`src/rtl/pwm_pkg.sv`:
```
// Shared arithmetic for the PWM blocks (generator, meter).
package pwm_pkg;

  // Saturating increment used by every PWM counter: sticks at max, never wraps.
  function automatic logic [31:0] sat_inc(input logic [31:0] x, input logic [31:0] max);
    return (x >= max) ? max : x + 32'd1;
  endfunction

endpackage

```
`src/rtl/sync_ff.sv`:
```
// Plain multi-stage synchronizer for asynchronous single-bit inputs; no reset.
module sync_ff #(
  parameter int stages = 2
) (
  input  logic clk,
  input  logic d,
  output logic q
);

  logic [stages-1:0] chain;

  always_ff @(posedge clk)
    chain <= {chain[stages-2:0], d};

  assign q = chain[stages-1];

endmodule

```
`src/rtl/pwm_meter.sv`:
```
// Measures high time and period of an asynchronous PWM input in clk cycles,
// one measurement per period, and flags a line with no rising edge.
module pwm_meter
  import pwm_pkg::*;
#(
  parameter int cntBits    = 8,
  parameter int syncStages = 2
) (
  input  logic             clk,
  input  logic             rst_n,
  input  logic             in,
  output logic [cntBits:0] high,
  output logic [cntBits:0] period,
  output logic             valid,
  output logic             stuck,
  output logic             level
);

  localparam int         W   = cntBits + 1;
  localparam logic [W-1:0] MAX = '1;
  localparam logic [W-1:0] ONE = W'(1);

  logic         s, s_d, rise, armed;
  logic [W-1:0] per_cnt, hi_cnt;

  sync_ff #(.stages(syncStages)) u_sync (
    .clk (clk),
    .d   (in),
    .q   (s)
  );

  assign rise = s & ~s_d;

  always_ff @(posedge clk) begin
    if (!rst_n) begin
      s_d     <= 1'b0;
      per_cnt <= '0;
      hi_cnt  <= '0;
      armed   <= 1'b0;
      high    <= '0;
      period  <= '0;
      valid   <= 1'b0;
      stuck   <= 1'b0;
      level   <= 1'b0;
    end else begin
      s_d   <= s;
      valid <= 1'b0;
      if (rise) begin
        per_cnt <= ONE;
        hi_cnt  <= ONE;
        // The arming rise after reset or a stuck episode only starts a period.
        if (armed && !stuck) begin
          period <= per_cnt;
          high   <= hi_cnt;
          valid  <= 1'b1;
        end
        armed <= 1'b1;
        stuck <= 1'b0;
      end else begin
        per_cnt <= W'(sat_inc(32'(per_cnt), 32'(MAX)));
        if (s)
          hi_cnt <= W'(sat_inc(32'(hi_cnt), 32'(MAX)));
        if (per_cnt == MAX) begin
          stuck <= 1'b1;
          level <= s;
          armed <= 1'b0;
        end
      end
    end
  end

endmodule

```
`config.mk`:
```
export PLATFORM = sky130hd
export DESIGN_NAME = pwm_meter
export DESIGN_NICKNAME = d
export VERILOG_FILES = /design/src/rtl/pwm_pkg.sv /design/src/rtl/sync_ff.sv /design/src/rtl/pwm_meter.sv
export SDC_FILE = /design/constraint.sdc
export NUM_CORES = 1
export LEC_CHECK = 0
export ABC_AREA = 1
export CORE_UTILIZATION = 30
export CTS_CLUSTER_SIZE = 28
export DETAILED_ROUTE_END_ITERATION = 12
export HOLD_SLACK_MARGIN = 0.12
export SLEW_MARGIN = 10
export SYNTH_ARGS = -nofsm -noshare
export SYNTH_HDL_FRONTEND = slang
export SYNTH_SLANG_ARGS = --single-unit
```
`constraint.sdc`:
```
create_clock -name clk -period 1.58 [get_ports clk]
set_input_delay 0.395 -clock clk [delete_from_list [all_inputs] [get_ports clk]]
set_output_delay 0.395 -clock clk [all_outputs]
set_load 0.01 [all_outputs]
```
# [After elaboration in Yosys (flattened, before gate mapping)]
# Index checks and enable logic that the tools add are counted.
[word_totals] inputBits=3 ramBits=0 mem_bits_ro=0 latchBits=0 memories=0 regBits=43
[classes] reduce_logical=8 shifts=0 n_lt_le_gt_ge=2 bitwise=4 n_mul=0 n_addsub=2 eq_ne=1 n_div=0 muxes=8
[op_table] cell="adder 9 x 1 -> 9 bit, second input constant" n=2
[op_table] cell="greater-or-equal comparator 9 bit, second input constant" n=2
[op_table] cell="2-to-1 mux 9 bit" n=2
[op_table] cell="== test 9 bit, second input constant" n=1
[op_table] cell="2-to-1 mux 1 bit" n=6
[op_table] cell="AND reduction 2 bit" n=3
[op_table] cell="nonzero test 2 bit" n=2
[op_table] cell="inverter 1 bit" n=3
[op_table] cell="OR reduction 2 bit" n=1
[op_table] cell="AND 1 bit" n=1
[op_table] cell="logical AND 1 bit" n=1
[op_table] cell="logical NOT 1 bit" n=1

# [Logic depth before layout (Yosys ltp)]
[logic_depth] depth_word=4 depth_mapped=10 depth_no_buf=10

# [Hierarchy]
# From an unflattened synthesis, not the netlist that was laid out.
[unflattened] hier_cells=228 area_unflattened_um2=1809.2
[by_module_without_submodules] module="pwm_meter" seq_area_each_um2=820.8 cells_per_inst=226 n_inst=1 area_per_inst_um2=1769.2
[by_module_without_submodules] module="sync_ff" seq_area_each_um2=40.0 cells_per_inst=2 n_inst=1 area_per_inst_um2=40.0

# [Least setup slack after synthesis]
# OpenSTA, ideal clock, no wires.
[synth_path] path_kind="reg-to-reg" start="register per_cnt[0]" end="register per_cnt[5]" n_path_buf=0 path_stages_with_launch=11 t_arrival_ps=1608 required_ps=1516 path_slack_ps=-92 synth_period_minus_slack_ps=1672 cell_sequence="dfxtp_1 -> ha_1 -> inv_1 -> nor2_1 -> nand2_1 -> nor3_1 -> ha_1 -> clkinv_1 -> nand2_1 -> nor2_1 -> nor2_1"
[synth_between] elab_chain_len=2 word_cells_on_any_way=3
[synth_lines] element="start, declared" line_no="pwm_meter.sv:24" text="logic [W-1:0] per_cnt, hi_cnt;"
[synth_lines] element="start signal, assigned" line_no="pwm_meter.sv:60" text="per_cnt <= W'(sat_inc(32'(per_cnt), 32'(MAX)));"
[synth_lines] element="adder 9 x 1 -> 9 bit / greater-or-equal comparator 9 bit (equally long branches)" line_no="pwm_pkg.sv:6" text="return (x >= max) ? max : x + 32'd1;"
[synth_lines] element="2-to-1 mux 9 bit (*)" line_no="pwm_pkg.sv:6"
# Mark *: on every way between the ends. The rest lies on a longest branch, timed or not.
# A chain may end at the register's enable or synchronous reset.

# [Worst setup path in the final report]
[layout_path] start="register hi_cnt[0]" end="register hi_cnt[4]"
[layout_between] elab_chain_len=2 word_cells_on_any_way=3
[layout_lines] element="start, declared" line_no="pwm_meter.sv:24"
[layout_lines] element="start signal, assigned" line_no="pwm_meter.sv:62" text="hi_cnt <= W'(sat_inc(32'(hi_cnt), 32'(MAX)));"
[layout_lines] element="adder 9 x 1 -> 9 bit / greater-or-equal comparator 9 bit (equally long branches)" line_no="pwm_pkg.sv:6"
[layout_lines] element="2-to-1 mux 9 bit (*)" line_no="pwm_pkg.sv:6"
# Marks and branches as above.

==> flow_summary.toml <==
[die]
start_util_pct = 31.1
dieHeight_um = 80.6
die_w_um = 80.6
num_rows = 28
coreArea_um2 = 5960
die_area_um2 = 6490
num_io_pins = 24

[timing]
finClkSkew_ps = 7.58
period_minus_slack_ps = 1530
worst_slack_ps = 48.5
max_freq_mhz = 653
timing.setup.tns_ps = 0
setup_viol = 0
drv_slew = 0
post-route-period-util_pct = 96.9
rsz0062_at_grt = "yes"
slew_headroom_pct = 76.8
worst_pin_slew_ps = 346
finalHoldViolCount = 0

[global_route]
grt_pass1_vias = 1400
busiest_layer = "met2"
grt_pass1_wl_um = 6440
grt_util_met1_pct = 17.4
track_usage_pct = 13.0
grt_overflow = 0
grt_max_degree = 30
antenna_found_initial = 0
use_met3_pct = 3.07
grt.met2_usage_pct = 19.3

[critical_path]
worstPathRequired_ps = 1810
crit_path_max_fanout = 6
startpoint_type = "register"
worst_ep_arrival_time_ps = 1760
endpoint_kind = "register"
critPathKind = "register to register"

[synthesis]
yosys-top-cells-area = "dfxtp_1 46%, nand2_1 7.7%, nor2_1 6.7%"
synth_top_area_share_pct = 46.5
synthCells = 235
netlist-cell-type-count = 27
synth_seq_cells = 43
netlist_area_um2 = 1850
synth_nets = 242
synth-warning-count = 0
syn_avg_cell_area_um2 = 7.89
ys_seq_area_share_pct = 46.5
yosys.area.top_type = "dfxtp_1"

[placed_design]
post-place-ws_ps = -7.73
place.gp.congestion = 0.816
port_buffers = 23
place_area_um2 = 2210
dp_hpwl_um = 2790

[clock_network]
cts_tree = "yes"
clock_tree.root_cell = "clkbuf_8"
numCtsBuffers = 5
insertion_delay_ps = 300
htreeDepth = 2
clkSlewWorstSetupHoldPaths_ps = 80
cts_hold_buffers = 0
cts_sinks = 43
clockBufferDepth = 2

[detailed_routing]
drt_pass1_iterations = 4
totalWireLength_um = 3980
remaining_drc_errors = 0
via_per_inst = 4.54
drt_iter0_drc = 108
vias = 1577
ant_nets = 0
wl_per_cell_um = 11.5

[finish]
syn_to_final_growth_pct = 32.1
fill_cells = 608
antennaDiodeCount = 0
post-route-util_pct = 41.1
fin_area_um2 = 2450
post_route_cells_drive_above_1_share_pct = 22.4
final_nets = 279

[power]
netSwitchingFraction_pct = 24.1
p_int_uw = 1560
seqPwrFrac_pct = 55.9
comb_power_share_pct = 10.0
p_leak_uw = 0.00129
pwr_density_cell_nw_per_um2 = 841
p_switching_uw = 497
clock_power_share_pct = 34.1
vdd_ir_drop_max_uv = 338

[outcome]
status = "finished clean"

[hold_path]
min_path_type = "register to register"

[run]
maxCapViolations = 0
## power by group through the flow
stage,Clock (uW),Combinational [uW],Sequential [uW]
finish,703,206,1150
detailed placement,0,207,1170
floorplan,0,106,1190
global placement,0,207,1170
global route,769,230,1160
CTS,726,204,1150
## kinds of logic (layout without fill, tap and decap cells)
kind of cell | after synthesis | count (layout) | synth area share [%]
AOI/OAI and AO/OA | 44 | 44 | 14.1
xor gates and xnor gates | 6 | 6 | 2.84
adders and majority gates | 4 | 4 | 2.70
buffers and inverters | 41 | 78 | 10.2
DFF | 43 | 43 | 46.5
and+or+nand+nor | 97 | 97 | 23.7
## sequential cells by signal (all words and copies together), names as in the netlist
register	cells
armed	1
hi_cnt	9
high	9
level	1
per_cnt	9
period	9
s_d	1
stuck	1
u_sync.chain	2
valid	1
## critical path: stages (launching register included)
cell and delay [ps]:
dfxtp_4 370, ha_4 160, nand3_4 80, nor4_4 310, ha_2 220, inv_2 40, nand2_2 70, nand2_4 100
a21oi_2 130
## routing by layer
metal  vias up  wire length [um]
li1        827                 -
met1       694              1980
met2        49              1660
met3         7               245
met4         0                85
met5         -                 0
## final cells by class
class                      count  area (um2)  share of cell area [%]
multi-input combinational    151         903                    36.9
sequential                    43         868                    35.5
timing repair buffer          37         363                    14.8
inverter                      34         133                    5.42
tap                           75        93.8                    3.83
clock buffer                   6        82.6                    3.37
clock inverter                 1        5.00                   0.204
## metrics by stage
step	hold slack [ps]	total power [uW]	cells
finish	332	2060	347
global route	341	2160	347
CTS	334	2080	345
detailed placement	315	1380	338
global placement	312	1380	338
floorplan	310	1290	235
## cells in the mapped netlist, drive strengths merged
cell type,n
a21oi,22
buf,4
clkbuf,3
clkinv,2
dfxtp,43
ha,4
inv,32
nand2,38
nand3,13
nand3b,3
nand4,7
nor2,34
nor3,1
nor4,1
o21ai,22
xnor2,3
xor2,3
## path summary, 6_finish.rpt
kind                            cells after the start                       to  slack [ps]                     from
worst min register to register                      0  u_sync.chain[1]$_DFF_P_         330  u_sync.chain[0]$_DFF_P_
worst min-delay path                                0  u_sync.chain[1]$_DFF_P_         330  u_sync.chain[0]$_DFF_P_
worst max register to register                      8   hi_cnt[4]$_SDFFE_PP0P_          50   hi_cnt[0]$_SDFFE_PN0P_
worst max-delay path                                8   hi_cnt[4]$_SDFFE_PP0P_          50   hi_cnt[0]$_SDFFE_PN0P_
## timing repair
action | in CTS | in global routing
setup endpoints to repair | 12 | 39
buffers inserted | 0 | 2
resized for setup | 7 | 44
pin swaps | 0 | 10
## layout by cell type (no fill, tap or decap), types with 5 or more instances in the layout
master           n
clkbuf_8         6
o21ai_1         12
inv_1           29
dfxtp_1         39
buf_4           14
nor2_1          32
a21oi_1          5
dlygate4sd2_1    6
o21ai_0         10
dlymetal6s2s_1  14
nand3_1         11
nand2_1         35
nand4_1          6
a21oi_2         17
(Power assumes the default switching activity.)
